### src/rtl/mem_arb.sv
// -----------------------------------------------------------------------------
// mem_arb
//
// Single-port memory arbiter shared by the instruction-fetch stage and the
// load/store path. At most one requester is granted per cycle. Data wins
// over fetch, except that after STARVE_MAX consecutive data grants taken
// while fetch was eligible, fetch is granted once. Each read grant launches
// a tag down a MEM_LAT-deep pipeline that steers the memory read data back
// to the requester that issued it.
//
// Handshake: a requester raises *_req and holds it (with its address/data
// stable) until it sees *_gnt high in the same cycle; the access is taken
// in the cycle where req and gnt are both high. Read responses have no
// back-pressure: *_rvalid is a one-cycle pulse and *_rdata holds its value
// until the next pulse.
//
// Ports
//   ck, rst_n                clock, asynchronous active-low reset
//   if_req/if_addr           fetch request and word address
//   if_gnt                   fetch accepted this cycle (combinational)
//   if_rvalid/if_rdata       fetch response (registered pulse / held data)
//   if_flush                 drop in-flight fetch responses, block fetch grant
//   halt                     block fetch grants while high
//   d_req/d_we/d_addr/d_wdata  data request (d_we=1 store, 0 load)
//   d_gnt                    data accepted this cycle (combinational)
//   d_rvalid/d_rdata         load response (registered pulse / held data)
//   mem_en/mem_we/mem_addr/mem_wdata  memory command
//   mem_rdata                memory read data, MEM_LAT cycles after mem_en
//   busy                     at least one read in flight
// -----------------------------------------------------------------------------
module mem_arb #(
  parameter int AW         = 9,
  parameter int DW         = 24,
  parameter int MEM_LAT    = 1,
  parameter int STARVE_MAX = 4
) (
  input  logic          ck,
  input  logic          rst_n,
  // fetch port
  input  logic          if_req,
  input  logic [AW-1:0] if_addr,
  output logic          if_gnt,
  output logic          if_rvalid,
  output logic [DW-1:0] if_rdata,
  input  logic          if_flush,
  input  logic          halt,
  // data port
  input  logic          d_req,
  input  logic          d_we,
  input  logic [AW-1:0] d_addr,
  input  logic [DW-1:0] d_wdata,
  output logic          d_gnt,
  output logic          d_rvalid,
  output logic [DW-1:0] d_rdata,
  // memory side
  output logic          mem_en,
  output logic          mem_we,
  output logic [AW-1:0] mem_addr,
  output logic [DW-1:0] mem_wdata,
  input  logic [DW-1:0] mem_rdata,
  // status
  output logic          busy
);

  localparam logic [3:0] STARVE_MAX_C = 4'(STARVE_MAX);

  // Tag source encoding: 1 = fetch, 0 = data.
  localparam logic SRC_FETCH = 1'b1;
  localparam logic SRC_DATA  = 1'b0;

  // ---------------------------------------------------------------------------
  // State
  // ---------------------------------------------------------------------------
  logic [3:0]         starve_cnt_q, starve_cnt_d;
  logic [MEM_LAT-1:0] tag_vld_q, tag_vld_d;
  logic [MEM_LAT-1:0] tag_src_q, tag_src_d;
  logic               if_rvalid_q, if_rvalid_d;
  logic               d_rvalid_q, d_rvalid_d;
  logic [DW-1:0]      if_rdata_q, d_rdata_q;

  // ---------------------------------------------------------------------------
  // Grant logic
  // ---------------------------------------------------------------------------
  logic fetch_ok;
  logic starve_hit;
  logic rd_grant;

  assign fetch_ok   = if_req & ~halt & ~if_flush;
  // Fetch has waited through STARVE_MAX data grants: it takes this cycle.
  assign starve_hit = fetch_ok & (starve_cnt_q == STARVE_MAX_C);
  assign d_gnt      = d_req & ~starve_hit;
  assign if_gnt     = fetch_ok & ~d_gnt;
  assign rd_grant   = if_gnt | (d_gnt & ~d_we);

  // ---------------------------------------------------------------------------
  // Memory command mux
  // ---------------------------------------------------------------------------
  always_comb begin
    mem_en    = if_gnt | d_gnt;
    mem_we    = d_gnt & d_we;
    mem_addr  = '0;
    mem_wdata = '0;
    if (d_gnt) begin
      mem_addr = d_addr;
      if (d_we) begin
        mem_wdata = d_wdata;
      end
    end else if (if_gnt) begin
      mem_addr = if_addr;
    end
  end

  // ---------------------------------------------------------------------------
  // Starvation counter
  // ---------------------------------------------------------------------------
  always_comb begin
    starve_cnt_d = starve_cnt_q;
    if (!fetch_ok || if_gnt) begin
      starve_cnt_d = '0;
    end else if (d_gnt && (starve_cnt_q != STARVE_MAX_C)) begin
      starve_cnt_d = starve_cnt_q + 4'd1;
    end
  end

  // ---------------------------------------------------------------------------
  // Tag pipeline and response steering
  // ---------------------------------------------------------------------------
  logic last_vld;
  logic last_src;

  assign last_vld = tag_vld_q[MEM_LAT-1];
  assign last_src = tag_src_q[MEM_LAT-1];

  always_comb begin
    tag_vld_d    = '0;
    tag_src_d    = '0;
    tag_vld_d[0] = rd_grant;
    tag_src_d[0] = if_gnt ? SRC_FETCH : SRC_DATA;
    // A flush kills fetch tags as they advance; load tags pass through.
    for (int i = 1; i < MEM_LAT; i++) begin
      tag_vld_d[i] = tag_vld_q[i-1] & ~(if_flush & (tag_src_q[i-1] == SRC_FETCH));
      tag_src_d[i] = tag_src_q[i-1];
    end
    // The exiting fetch tag is also suppressed by a flush in this cycle.
    if_rvalid_d = last_vld & (last_src == SRC_FETCH) & ~if_flush;
    d_rvalid_d  = last_vld & (last_src == SRC_DATA);
  end

  always_ff @(posedge ck or negedge rst_n) begin
    if (!rst_n) begin
      starve_cnt_q <= '0;
      tag_vld_q    <= '0;
      tag_src_q    <= '0;
      if_rvalid_q  <= 1'b0;
      d_rvalid_q   <= 1'b0;
    end else begin
      starve_cnt_q <= starve_cnt_d;
      tag_vld_q    <= tag_vld_d;
      tag_src_q    <= tag_src_d;
      if_rvalid_q  <= if_rvalid_d;
      d_rvalid_q   <= d_rvalid_d;
    end
  end

  // Response data registers only load on a delivered response and otherwise
  // hold the last value.
  always_ff @(posedge ck or negedge rst_n) begin
    if (!rst_n) begin
      if_rdata_q <= '0;
      d_rdata_q  <= '0;
    end else begin
      if (if_rvalid_d) begin
        if_rdata_q <= mem_rdata;
      end
      if (d_rvalid_d) begin
        d_rdata_q <= mem_rdata;
      end
    end
  end

  assign if_rvalid = if_rvalid_q;
  assign if_rdata  = if_rdata_q;
  assign d_rvalid  = d_rvalid_q;
  assign d_rdata   = d_rdata_q;
  assign busy      = |tag_vld_q;

endmodule

### config.mk
export PLATFORM = sky130hd
export DESIGN_NAME = mem_arb
export DESIGN_NICKNAME = d
export VERILOG_FILES = /design/src/rtl/mem_arb.sv
export SDC_FILE = /design/constraint.sdc
export NUM_CORES = 1
export LEC_CHECK = 0
export ABC_AREA = 0
export CAP_MARGIN = 40
export CORE_MARGIN = 4
export CORE_UTILIZATION = 35
export DETAILED_ROUTE_END_ITERATION = 8
export GPL_ROUTABILITY_DRIVEN = 0
export PLACE_DENSITY = 0.79
export SLEW_MARGIN = 20
export SYNTH_ARGS = -nofsm -noshare
export SYNTH_HDL_FRONTEND = slang
export SYNTH_SLANG_ARGS = --single-unit
### constraint.sdc
create_clock -name ck -period 1.9 [get_ports ck]
set_clock_uncertainty 0.05 [all_clocks]
set_input_delay 0.38 -clock ck [delete_from_list [all_inputs] [get_ports ck]]
set_output_delay 0.38 -clock ck [all_outputs]
set_load 0.05 [all_outputs]
==> results of run 1 <==
[through the flow]
step                area [sq um]  TNS, ns   util  cells  hold WS (ns)
floorplan                   2550    -2.16      -    171        0.0344
finish                      4870   -10.91  0.721    434        0.0123
detailed placement          4620   -12.60  0.683    415         0.356
global placement            4620   -11.59  0.683    415         0.352
CTS                         4800   -11.26  0.711    429        0.0237
global route                4870   -14.05  0.721    434        0.0259
[final cells by class]
cell class	instances	area, sq um
fill	478	1890
timing repair buffer	183	2150
sequential	56	1400
clock buffer	5	68.8
tap	80	100
clock inverter	3	18.8
multi-input combinational	102	1110
inverter	5	18.8
[routing by layer]
layer	global-route usage	vias up	part of all wire
met5	0	-	0
met3	0.0381	8	0.052
met4	0.0289	0	0.011
met2	0.325	72	0.55
met1	0.210	977	0.38
li1	-	954	-
[flip-flops by register name (all words and copies together) (netlist names)]
signal        flops
d_rvalid          1
if_rvalid         1
if_rdata         24
last_src          1
d_rdata          24
starve_cnt_q      4
busy              1
[repair_timing]
| action | 4_1_cts | 5_1_grt |
|---|---|---|
| resized for setup | 10 | 14 |
| setup endpoints to repair | 37 | 40 |
| gates cloned | 1 | 1 |
| pin swaps | 3 | 2 |
| buffers inserted | 5 | 7 |
[worst paths after layout]
path | from | to | slack, ns | depth (start not counted)
min | rst_n | d_rdata[17] | 0.01 | 2
max | starve_cnt_q[0] | mem_wdata[22] | -0.33 | 7
min in group ck | d_req | busy | 0.37 | 2
max in group asynchronous | rst_n | starve_cnt_q[3] | 1.54 | 2
min reg2reg | if_rdata[4] | if_rdata[4] | 0.45 | 1
max reg2reg | starve_cnt_q[0] | busy | 0.39 | 8
[cells by family (layout without fill, tap and decap cells)]
kind of cell | Yosys count | in the layout | synth area share
AOI/OAI and AO/OA | 13 | 13 | 0.0487
xor gates and xnor gates | 2 | 2 | 0.00726
adders and majority gates | 2 | 2 | 0.0104
buffers and inverters | 13 | 196 | 0.0275
DFF | 56 | 56 | 0.580
muxes | 48 | 48 | 0.224
and+or+nand+nor | 37 | 37 | 0.102
[power by group]
part           internal, mW  total (mW)  switching (mW)
clock                 0.258       0.624           0.367
sequential             1.36        1.45          0.0922
combinational         0.707        1.72            1.02
total                  2.33        3.80            1.48
[cell usage in the layout, fill, tap and decap left out, types with 2 or more instances in the layout]
| master | count |
|---|---|
| dlymetal6s2s_1 | 4 |
| clkbuf_8 | 5 |
| and2_4 | 24 |
| a21boi_4 | 2 |
| buf_12 | 44 |
| mux2_2 | 46 |
| dlygate4sd2_1 | 3 |
| clkdlybuf4s50_1 | 68 |
| a22o_4 | 9 |
| clkinv_2 | 2 |
| dfrtp_1 | 56 |
| mux2_1 | 2 |
| buf_4 | 58 |
| buf_6 | 4 |
| nor2_1 | 4 |
| inv_1 | 5 |
| nand3_1 | 2 |
==> results.sh, run 1 <==
export IMPL_dr_total_vias=2011
export IMPL_layout_drive_gt1_share=0.576
export IMPL_clock_root_buffer="clkbuf_8"
export IMPL_synth_seq_cells=56
export IMPL_async_flop_share=1.00
export IMPL_fmax_ghz=0.448
export IMPL_synth_nets=246
export IMPL_ant_nets=0
export IMPL_status="complete, but fails checks"
export IMPL_setup_viol=36
export IMPL_num_rows=30
export IMPL_worstHoldPathType="in -> async"
export IMPL_fp_dieH_um=91.1
export IMPL_port_buffers=160
export IMPL_synth_ff_type="dfrtp_1"
export IMPL_ys_top_cells_by_count="dfrtp_1 (56), mux2_2 (46), and2_1 (24)"
export IMPL_cts_made_buffers=5
export IMPL_crit_arrival_ns=1.80
export IMPL_cp_max_fo=12
export IMPL_synth_area_sq_um=2410
export IMPL_place_ws_ns=-0.389
export IMPL_finalPower_mw=3.80
export IMPL_htree_levels=2
export IMPL_hold_buffers=0
export IMPL_die_w_um=91.1
export IMPL_period_needed_ns=2.23
export IMPL_worstPathRequired_ns=1.47
export IMPL_clkTransAtPathRegs_ns=0.10
export IMPL_ys_seq_area_frac=0.580
export IMPL_hold_viol_final=0
export IMPL_path_buf_inv=3
export IMPL_yosysTopAreaCell="dfrtp_1"
export IMPL_power_density_nw_per_um2=781
export IMPL_endpoint_kind="output port"
export IMPL_clk_path_buf_depth=2
export IMPL_rsz0062_at_grt="true"
export IMPL_clk_latency_ns=0.29
export IMPL_path_cells="inv_1 > ha_2 > and3b_2 > a21oi_4 > clkbuf_16 > and2_4 > buf_12"
export IMPL_hpwl_um=5810
export IMPL_grt_pass1_wl_um=11700
export IMPL_yosys_cell_types_count=24
export IMPL_relSlewSlack=0.664
export IMPL_fp_coreArea_sq_um=6760
export IMPL_cts_tree="yes"
export IMPL_violations="negative setup slack"
export IMPL_viasPerCell=4.63
export IMPL_post_drt_wl_per_cell_um=17.4
export IMPL_numClockSinks=56
export IMPL_cpMaxStageDelayCell="dfrtp_1"
export IMPL_antenna_found_initial=0
export IMPL_worst_slew_pin_slew_ns=0.504
export IMPL_syn_avg_cell_area_sq_um=14.1
export IMPL_grt_max_degree=57
export IMPL_path_class="reg -> out"
export IMPL_areaGrowthSynthToFinish_pct=102
export IMPL_dr_pass1_iters=4
export IMPL_grt_overflow_total=0
export IMPL_yosysMostFrequentCell="dfrtp_1"
export IMPL_yosysWarnings=0
export IMPL_syn_inst=171
export IMPL_synth_edf_count=0
export IMPL_p_leak_nw=2.34
export IMPL_maxCapViolCount=0
export IMPL_cp_start_kind="flip-flop"
export IMPL_start_util=0.357
export IMPL_grt_use_total=0.175
export IMPL_dieArea_sq_um=8290
export IMPL_ios=161
export IMPL_grt_pass1_vias=2182
export IMPL_max_vdd_ir_drop_v=0.000660
export IMPL_synth_area_top_cells="dfrtp_1 (58%), mux2_2 (21%), and2_1 (6.2%), a22o_1 (3.3%), ha_1 (1.0%)"
export IMPL_nets=428
export IMPL_drc=0
export IMPL_fin_crit_sh=1.18
export IMPL_final_setup_worst_slack_ns=-0.333
export IMPL_drtIter0Drc=38
export IMPL_routed_wl_um=7530
export IMPL_slew_viol_final=0
export IMPL_synth_top_area_share=0.580
export IMPL_cp_top_family="simple AND/OR/NAND/NOR gates"
export IMPL_antenna_cells=0
export IMPL_slowest_delay_ns=0.37
Note: power is estimated with default switching activity, not from simulation.
==> inputs of run 2 (changes only) <==
--- a/config.mk
+++ b/config.mk
@@ -6,11 +6,13 @@
 export NUM_CORES = 1
 export LEC_CHECK = 0
 export ABC_AREA = 0
+export ABC_CLOCK_PERIOD_IN_PS = 1900
 export CAP_MARGIN = 40
 export CORE_MARGIN = 4
 export CORE_UTILIZATION = 35
 export DETAILED_ROUTE_END_ITERATION = 8
 export GPL_ROUTABILITY_DRIVEN = 0
+export GPL_TIMING_DRIVEN = 0
 export PLACE_DENSITY = 0.79
 export SLEW_MARGIN = 20
 export SYNTH_ARGS = -nofsm -noshare
==> results.sh, run 2 (same netlist as run 1, synthesis figures left out) <==
export IMPL_status="complete, but fails checks"
export IMPL_violations="negative setup slack"
export IMPL_register_area_sq_um=1400
export IMPL_clock_root_buffer="clkbuf_8"
export IMPL_nets=431
export IMPL_antenna_cells=0
export IMPL_port_buffers=160
export IMPL_worst_slew_pin_slew_ns=0.705
export IMPL_mostFrequentLayoutCell="clkdlybuf4s50_1"
export IMPL_htree_levels=2
export IMPL_path_cells="inv_2 > ha_4 > and3b_2 > buf_12 > a21boi_4 > buf_6 > a22o_4 > buf_8"
export IMPL_drtIter0Drc=52
export IMPL_cts_made_buffers=5
export IMPL_routed_wl_um=7670
export IMPL_cp_max_fo=6
export IMPL_worstHoldPathType="in -> async"
export IMPL_drc=0
export IMPL_cts_tree="yes"
export IMPL_rsz0062_at_grt="true"
export IMPL_crit_arrival_ns=1.86
export IMPL_num_rows=30
export IMPL_p_leak_nw=2.41
export IMPL_grt_overflow_total=0
export IMPL_clk_path_buf_depth=2
export IMPL_final_setup_worst_slack_ns=-0.393
export IMPL_multi_input_area_sq_um=1110
export IMPL_hpwl_um=5490
export IMPL_max_vdd_ir_drop_v=0.000656
export IMPL_period_needed_ns=2.29
export IMPL_fmax_ghz=0.436
export IMPL_clkTransAtPathRegs_ns=0.09
export IMPL_grt_max_degree=57
export IMPL_numClockSinks=56
export IMPL_ant_nets=0
export IMPL_ios=161
export IMPL_nFillCells=502
export IMPL_slowest_delay_ns=0.39
export IMPL_start_util=0.357
export IMPL_dieArea_sq_um=8290
export IMPL_grt_use_total=0.177
export IMPL_fp_dieH_um=91.1
export IMPL_path_class="reg -> out"
export IMPL_setup_tns_ns=-13.21
export IMPL_areaGrowthSynthToFinish_pct=96.9
export IMPL_fp_coreArea_sq_um=6760
export IMPL_die_w_um=91.1
export IMPL_cp_start_kind="flip-flop"
export IMPL_path_buf_inv=4
export IMPL_endpoint_kind="output port"
export IMPL_cp_top_family="buffers and inverters"
export IMPL_slew_viol_final=0
export IMPL_layout_drive_gt1_share=0.448
export IMPL_maxCapViolCount=0
export IMPL_power_density_nw_per_um2=788
export IMPL_relSlewSlack=0.530
export IMPL_final_core_util=0.704
export IMPL_hold_viol_final=0
export IMPL_clk_latency_ns=0.29
export IMPL_worstPathRequired_ns=1.47
export IMPL_final_cell_mix="clkdlybuf4s50_1 (69), dfrtp_1 (56), mux2_2 (46)"
export IMPL_viasPerCell=4.76
export IMPL_grt_pass1_wl_um=11700
export IMPL_post_drt_wl_per_cell_um=17.5
export IMPL_fin_crit_sh=1.21
export IMPL_cpMaxStageDelayCell="dfrtp_1"
export IMPL_finalPower_mw=3.75
export IMPL_dr_pass1_iters=3
export IMPL_antenna_found_initial=0
export IMPL_dr_total_vias=2082
export IMPL_grt_pass1_vias=2211
export IMPL_setup_viol=36
run 2: cell count changes in the layout (fill, tap and decap cells not counted), moves of 2 or more:
cell            delta
buf_2              +3
dlygate4sd2_1     +39
inv_1              -2
buf_12            -42
buf_6              +5
buf_8             +40
inv_2              +2
clkinv_2           -2
buf_4             -49
dlymetal6s2s_1     +7
run 2: final cells by class:
| cell class | count | area share |
|---|---|---|
| Buffer | 8 | 0.0150 |
| Clock buffer | 7 | 0.0182 |
| Clock inverter | 1 | 0.00158 |
| Inverter | 5 | 0.00395 |
| Multi-Input combinational cell | 102 | 0.234 |
| Sequential cell | 56 | 0.295 |
| Tap cell | 80 | 0.0211 |
| Timing Repair Buffer | 178 | 0.411 |
run 2: report_power, final:
group          total (mW)  internal (mW)  switching, mW
clock network       0.665          0.297          0.368
logic                1.64          0.626           1.02
registers            1.44           1.36         0.0759
total                3.75           2.28           1.46
run 2: path summary, 6_finish.rpt:
check	cells past startpoint	from	slack (ns)	to
min in group ck	1	if_rdata[13]	0.45	if_rdata[13]
max reg2reg	8	starve_cnt_q[1]	0.35	busy
min	1	rst_n	0.06	if_rdata[17]
max	8	starve_cnt_q[0]	-0.39	mem_addr[3]
max in group asynchronous	1	rst_n	1.26	busy
min reg2reg	1	if_rdata[13]	0.45	if_rdata[13]
run 2: metal layers:
layer / share of wire / global-route usage / wire [um]
met5: 0 / 0 / 0
met4: 0.0056 / 0.0276 / 43
met3: 0.048 / 0.0414 / 366
met2: 0.56 / 0.328 / 4260
met1: 0.39 / 0.211 / 3000
run 2: timing repair:
item | CTS | global route
pin swaps | 22 | 5
buffers inserted | 13 | 3
hold endpoints to repair | 0 | 0
setup endpoints to repair | 76 | 48
cloned | 3 | 0
gates resized for setup | 346 | 33
hold buffers | 0 | 0
run 2: metrics by stage:
step	cell area (sq um)	setup slack, ns	std cells	hold slack, ns
after CTS	4620	-0.414	434	0.0942
final	4750	-0.393	437	0.0591
after global routing	4750	-0.474	437	0.125
after floorplan	2550	-0.188	171	0.0344
after detailed placement	4250	-1.20	411	0.428
after global placement	4250	-1.29	411	0.425
run 2: worst reg2reg max path: cells and delay by family (launching register included):
kind | cells | cell delay, ns
AO/OA/AOI/OAI | 2 | 0.34
adder cells (fa/ha/maj) | 1 | 0.13
AND/OR/NAND/NOR | 1 | 0.10
buffers and inverters | 4 | 0.46
flip-flops | 1 | 0.41
==> inputs of run 3 (changes only) <==
--- a/config.mk
+++ b/config.mk
@@ -7,12 +7,13 @@
 export LEC_CHECK = 0
 export ABC_AREA = 0
 export ABC_CLOCK_PERIOD_IN_PS = 1900
-export CAP_MARGIN = 40
+export CAP_MARGIN = 5
 export CORE_MARGIN = 4
 export CORE_UTILIZATION = 35
 export DETAILED_ROUTE_END_ITERATION = 8
 export GPL_ROUTABILITY_DRIVEN = 0
 export GPL_TIMING_DRIVEN = 0
+export MAX_ROUTING_LAYER = met4
 export PLACE_DENSITY = 0.79
 export SLEW_MARGIN = 20
 export SYNTH_ARGS = -nofsm -noshare
==> results.sh, run 3 (same netlist as run 1, synthesis figures left out) <==
export IMPL_htree_levels=2
export IMPL_nets=431
export IMPL_hpwl_um=5490
export IMPL_num_rows=30
export IMPL_grt_pass1_vias=2217
export IMPL_worstPathRequired_ns=1.47
export IMPL_drtIter0Drc=33
export IMPL_hold_viol_final=0
export IMPL_cell_internal_pwr_mw=2.29
export IMPL_use_met2=0.330
export IMPL_ant_nets=0
export IMPL_fmax_ghz=0.437
export IMPL_grt_pass1_wl_um=11700
export IMPL_p_seq_frac=0.384
export IMPL_crit_arrival_ns=1.86
export IMPL_clkTransAtPathRegs_ns=0.09
export IMPL_grtUsageMet1=0.213
export IMPL_mostFrequentLayoutCell="clkdlybuf4s50_1"
export IMPL_relSlewSlack=0.543
export IMPL_setup_viol=36
export IMPL_gr_max_usage_layer="met2"
export IMPL_maxCapViolCount=0
export IMPL_antenna_cells=0
export IMPL_status="complete, but fails checks"
export IMPL_port_buffers=160
export IMPL_power_density_nw_per_um2=787
export IMPL_setup_tns_ns=-13.03
export IMPL_die_w_um=91.1
export IMPL_cts_tree="yes"
export IMPL_gr_usage_met3=0.0331
export IMPL_worstHoldPathType="in -> async"
export IMPL_cp_start_kind="flip-flop"
export IMPL_p_switching_mw=1.46
export IMPL_final_cell_area_sq_um=4750
export IMPL_post_drt_wl_per_cell_um=17.4
export IMPL_place_ws_ns=-1.20
export IMPL_drc=0
export IMPL_max_vdd_ir_drop_v=0.000655
export IMPL_slew_viol_final=0
export IMPL_final_cell_mix="clkdlybuf4s50_1 (70), dfrtp_1 (56), mux2_2 (46)"
export IMPL_dr_pass1_iters=3
export IMPL_rsz0062_at_grt="true"
export IMPL_fp_dieH_um=91.1
export IMPL_fin_crit_sh=1.20
export IMPL_grt_overflow_total=0
export IMPL_pwr_share_clk=0.177
export IMPL_areaGrowthSynthToFinish_pct=96.8
export IMPL_cp_max_fo=6
export IMPL_cts_made_buffers=5
export IMPL_p_leak_nw=2.39
export IMPL_clock_root_buffer="clkbuf_8"
export IMPL_final_setup_worst_slack_ns=-0.389
export IMPL_ios=161
export IMPL_endpoint_kind="output port"
export IMPL_path_class="reg -> out"
export IMPL_grt_use_total=0.181
export IMPL_switching_share=0.389
export IMPL_grt_max_degree=57
export IMPL_numClockSinks=56
export IMPL_combPwrFrac=0.439
export IMPL_layoutNonFillerInstCount=437
export IMPL_clk_latency_ns=0.29
export IMPL_dpl_cell_count=411
export IMPL_period_needed_ns=2.29
export IMPL_start_util=0.357
export IMPL_viasPerCell=4.74
export IMPL_routed_wl_um=7620
export IMPL_dieArea_sq_um=8290
export IMPL_fp_coreArea_sq_um=6760
export IMPL_placed_area_sq_um=4250
export IMPL_antenna_found_initial=0
export IMPL_dr_total_vias=2070
export IMPL_timing_hold_ws_ns=0.0620
export IMPL_violations="negative setup slack"
export IMPL_clk_path_buf_depth=2
export IMPL_layout_drive_gt1_share=0.448
export IMPL_worst_slew_pin_slew_ns=0.685
-- run 3: changes by cell type in the layout (fill, tap and decap cells not counted) --
cell | previous run | this run
clkdlybuf4s50_1 | 69 | 70
dlymetal6s2s_1 | 11 | 10
-- run 3: critical path: stages, from the launching register on --
cell and delay (ns):
dfrtp_1 0.39, inv_2 0.06, ha_4 0.16, and3b_2 0.23, buf_12 0.13, a21boi_4 0.16
buf_6 0.15, a22o_4 0.14, buf_8 0.14
-- run 3: final cells by class --
type                       count  area (sq um)
sequential                    56          1400
inverter                       5          18.8
clock buffer                   7          86.3
multi-input combinational    102          1110
buffer                         8          71.3
timing repair buffer         178          1950
clock inverter                 1          7.51
fill                         503          2000
tap                           80           100
-- run 3: path summary, 6_finish.rpt --
check	end	from	cells past startpoint	slack, ns
max in group asynchronous	starve_cnt_q[0]	rst_n	1	1.28
min in group ck	if_rdata[13]	if_rdata[13]	1	0.45
worst min-delay path	if_rdata[17]	rst_n	1	0.06
worst min register to register	if_rdata[13]	if_rdata[13]	1	0.45
worst max register to register	busy	starve_cnt_q[1]	8	0.35
worst max-delay path	mem_addr[3]	starve_cnt_q[0]	8	-0.39
-- run 3: power groups by stage --
stage               logic [mW]  registers, mW  clock network [mW]
finish                    1.64           1.44               0.661
global route              1.71           1.46               0.732
detailed placement        1.65           1.47                   0
global placement          1.64           1.46                   0
floorplan                0.382           2.08                   0
CTS                       1.63           1.44               0.694
-- run 3: metrics by stage --
step	util	total power [mW]
5_1_grt	0.703	3.90
2_1_floorplan	-	2.46
3_3_place_gp	0.630	3.10
6_report	0.703	3.74
4_1_cts	0.684	3.77
3_5_place_dp	0.629	3.13
-- run 3: routing by layer --
layer	wire (um)	share of wire
met5	0	0
met4	43	0.0056
met3	324	0.043
met2	4240	0.56
met1	3010	0.40
-- run 3: timing repair --
item | CTS | global route
buffers inserted | 13 | 3
endpoints found under the setup margin | 76 | 47
hold buffers | 0 | 0
cloned | 3 | 0
pin swaps | 22 | 5
resized for setup | 346 | 32
==> RTL edit 1 (settings of run 1) <==
Change the parameter `MEM_LAT` from 1 to 2.
--- a/src/rtl/mem_arb.sv
+++ b/src/rtl/mem_arb.sv
@@ -32,5 +32,5 @@
   parameter int AW         = 9,
   parameter int DW         = 24,
-  parameter int MEM_LAT    = 1,
+  parameter int MEM_LAT    = 2,
   parameter int STARVE_MAX = 4
 ) (
Behaviour: not the same (Yosys sat finds a counterexample within 4 cycles, from zero or initial values and one cycle with rst_n low).
==> RTL edit 1 against run 1 <==
The run still ends with negative setup slack left; utilization grew 2.6 points; setup slack lost 0.041 ns; global-route usage grew 0.18 points; sequential cell count grew 2; non-clock buffer count grew 6; power grew 12%; area after synthesis grew 2.8%; final area grew 4.7%; wire length grew 2.7%.
==> RTL edit 1: results (changes against run 1) <==
- The sink count of the clock tree is 58 (+3.6%).
- The portion of total power attributed to combinational logic came to 41.4% (-3.9 points).
- The clock latency of the later-clocked register in the worst-skew pair is 0.32 ns (+0.03 ns).
- The total wire length is 7740 um (+2.7%).
- The worst reg2reg path endpoint is starve_cnt_q[2].
- The critical path data arrival time was 1.84 ns (+0.04 ns).
- The number of standard cells in the final layout excluding fillers was 469 (+8.1%).
- The half-perimeter wire length of the detailed placement result came to 5970 um (+2.7%).
- The fraction of layout instances using a drive strength above 1 is 58.4% (+0.82 points).
- The highest fanout seen on the critical path was 5 (-7).
- The maximum number of pins on one net before global-route repair came to 59 (+3.5%).
- The proportion of total power due to net switching is 37.9% (-0.93 points).
- The type of the most critical hold path is flop to flop.
- The sequential power share came to 35.4% (-2.8 points).
- The synthesized instance count is 176 (+2.9%).
- The TritonCTS buffer count was 9 (+4).
- The hold-fix buffer count after cts is 1 (+1).
- The count of distinct cell types in the synthesized netlist came to 25 (+4.2%).
- The normalized max-slew margin is 65.8% (-0.54 points).
- The share of the synthesized area in compound gates (AO/OA/AOI/OAI) came to 5.04% (+0.17 points).
- The first-pass GRT wire length is 11600 um (-0.47%).
- The total number of H-tree levels came to 3 (+1).
- The flow ran to the end, but the final reports show violations.
- The largest vdd supply drop is 0.573 mV (-13%).
- The total of endpoints with negative setup slack in the final report is 36 (unchanged).
- The clock edge transition at the registers on the reported setup and hold paths is 0.07 ns (-0.03 ns).
- The total track usage came to 17.7% (+0.18 points).
- The final reports fail on negative setup slack.
- The placed cell count is 439 (+5.8%).
- The initial detailed-routing violation count was 32 (-16%).
- The number of global-route vias before repair is 2355 (+7.9%).
- The setup slack after layout is -0.374 ns (-0.0409 ns).
[RTL edit 1: cell count changes in the layout (fill, tap and decap cells not counted), moves of 2 or more]
cell,delta
buf_4,+5
clkbuf_16,+2
clkbuf_8,+5
clkinvlp_4,+3
dfrtp_1,+2
dlygate4sd2_1,+4
dlymetal6s2s_1,-3
[RTL edit 1: metal layers]
metal | track usage, % | part of all wire, %
met5 | 0 | 0
met4 | 5.94 | 0.66
met3 | 6.48 | 7.9
met2 | 32.4 | 54
met1 | 18.7 | 37
[RTL edit 1: final cells by class]
cell class | instances | area (um^2)
Timing Repair Buffer | 189 | 2200
Multi-Input combinational cell | 104 | 1130
Tap cell | 96 | 120
Sequential cell | 58 | 1450
Inverter | 6 | 22.5
Fill cell | 458 | 1730
Clock buffer | 10 | 138
Clock inverter | 6 | 41.3
==> RTL edit 2 (flow settings as in run 1) <==
Made on the original files. Make the reset (`rst_n`) synchronous in 2 clocked blocks. Comments in the files are not updated.
--- a/src/rtl/mem_arb.sv
+++ b/src/rtl/mem_arb.sv
@@ -147,5 +147,5 @@
   end
 
-  always_ff @(posedge ck or negedge rst_n) begin
+  always_ff @(posedge ck) begin
     if (!rst_n) begin
       starve_cnt_q <= '0;
@@ -165,5 +165,5 @@
   // Response data registers only load on a delivered response and otherwise
   // hold the last value.
-  always_ff @(posedge ck or negedge rst_n) begin
+  always_ff @(posedge ck) begin
     if (!rst_n) begin
       if_rdata_q <= '0;
Check against the original RTL: differs if rst_n is asserted again (counterexample within 4 cycles, from zero or initial values and one cycle with rst_n low); with rst_n held inactive, the same outputs for 10 cycles.
==> RTL edit 2 against run 1 <==
The run still ends with negative setup slack left; first-iteration DRC count rose to 3.4 times the old value; fmax fell by 1.3%; sequential share of layout area fell by 5.5 points; utilization increased by 2.7 points; area after synthesis is 1.6% lower; sequential cell count unchanged; wire length up 13%; final area decreased by 0.80%; setup slack worse by 0.031 ns; global-route usage is 1.7 points higher; critical endpoint is now mem_wdata[10].
Power is not compared: it rests on default switching activity, and its combinational part moved more than twofold at a synthesized area within 25%.
==> RTL edit 2: results (changes against run 1) <==
- The total of endpoints with negative setup slack in the final report is 36 (unchanged).
- The total track usage is 19.2% (+1.7 points).
- The number of clock buffer instances in the layout is 7 (+2).
- The adder-cell share of the synthesized area is 1.05% (+0.017 points).
- The final-layout fill cell count came to 466 (-2.5%).
- The detailed-routed wire length on met2 came to 4450 um (+6.7%).
- The setup slack after layout is -0.364 ns (-0.0306 ns).
- The delay of the slowest cell on the worst path is 0.35 ns (-0.02 ns).
- The cell with the largest stage delay on the worst path is dfxtp_2.
- The initial detailed-routing violation count is 131 (+240%).
- Among all flip-flop cells after synthesis, the most frequent one is dfxtp_1.
- The area used by sequential logic in the layout was 1120 um^2 (-20%).
- The flow ran to the end, but the final reports show violations.
- The half-perimeter wire length of the detailed placement result is 6310 um (+8.5%).
- The synthesized instance count is 282 (+65%).
- The share of the synthesized area in compound gates (AO/OA/AOI/OAI) is 20.5% (+16 points).
- The share of synthesized flip-flops with an asynchronous set or reset is 0% (-100 points).
- The fraction of met2 tracks used by global routing is 36.7% (+4.2 points).
- The normalized max-slew margin came to 65.9% (-0.48 points).
- The first-pass GRT wire length came to 12800 um (+9.7%).
- The maximum number of pins on one net before global-route repair is 54 (-5.3%).
- The commonest cells after synthesis are 98 x nand2_1, 56 x dfxtp_1, 48 x a21boi_0.
- The total nets after synthesis is 357 (+45%).
- The final reports fail on negative setup slack.
- The non-clock buffer share of cell area came to 45.0% (+0.87 points).
- The number of signal-net buffers in the layout is 182 (-0.55%).
- The multiplexer fraction of the synthesized cell area is 0% (-22 points).
- The area after detailed placement is 4600 um^2 (-0.33%).
RTL edit 2: power breakdown:
group | internal [mW] | total [mW] | switching, mW
clock network | 0.297 | 0.647 | 0.350
logic | 0.422 | 0.830 | 0.408
registers | 1.20 | 1.22 | 0.0160
total | 1.92 | 2.69 | 0.774
RTL edit 2: what timing repair did:
| item | CTS | global route |
|---|---|---|
| buffers inserted | 6 | 0 |
| hold buffers | 0 | 0 |
| pin swaps | 2 | 5 |
| gates resized for setup | 16 | 19 |
| endpoints found under the setup margin | 38 | 43 |
| cloned | 1 | 1 |
RTL edit 2: worst reg2reg max path, stage by stage (launching register included):
cell	delay, ns
dfxtp_2	0.35
inv_2	0.04
ha_4	0.15
and3b_2	0.24
a21oi_4	0.24
clkbuf_16	0.22
nor2_1	0.05
RTL edit 2: cell families after synthesis:
group	count (synthesis)
compound gates	62
xor+xnor	2
fa+ha+maj	2
buf+inv	21
flops	56
simple gates	139
RTL edit 2: stage by stage:
step                setup slack [ns]  util [%]  total power [mW]  setup TNS [ns]
global route                  -0.434      74.8              2.79          -12.79
CTS                           -0.315      74.5              2.71          -10.14
detailed placement            -0.425      71.2              2.05          -13.53
finish                        -0.364      74.8              2.69          -10.50
global placement              -0.367      71.2              2.04          -11.80
floorplan                     -0.153         -              1.61           -1.62
RTL edit 2: worst paths after layout:
kind | startpoint | end | slack, ns | cells after the start
setup / recovery | starve_cnt_q[0] | mem_wdata[10] | -0.36 | 7
hold / removal | d_rdata[4] | d_rdata[4] | 0.41 | 2
setup reg to reg | starve_cnt_q[0] | busy | 0.47 | 6
hold reg to reg | d_rdata[4] | d_rdata[4] | 0.41 | 2
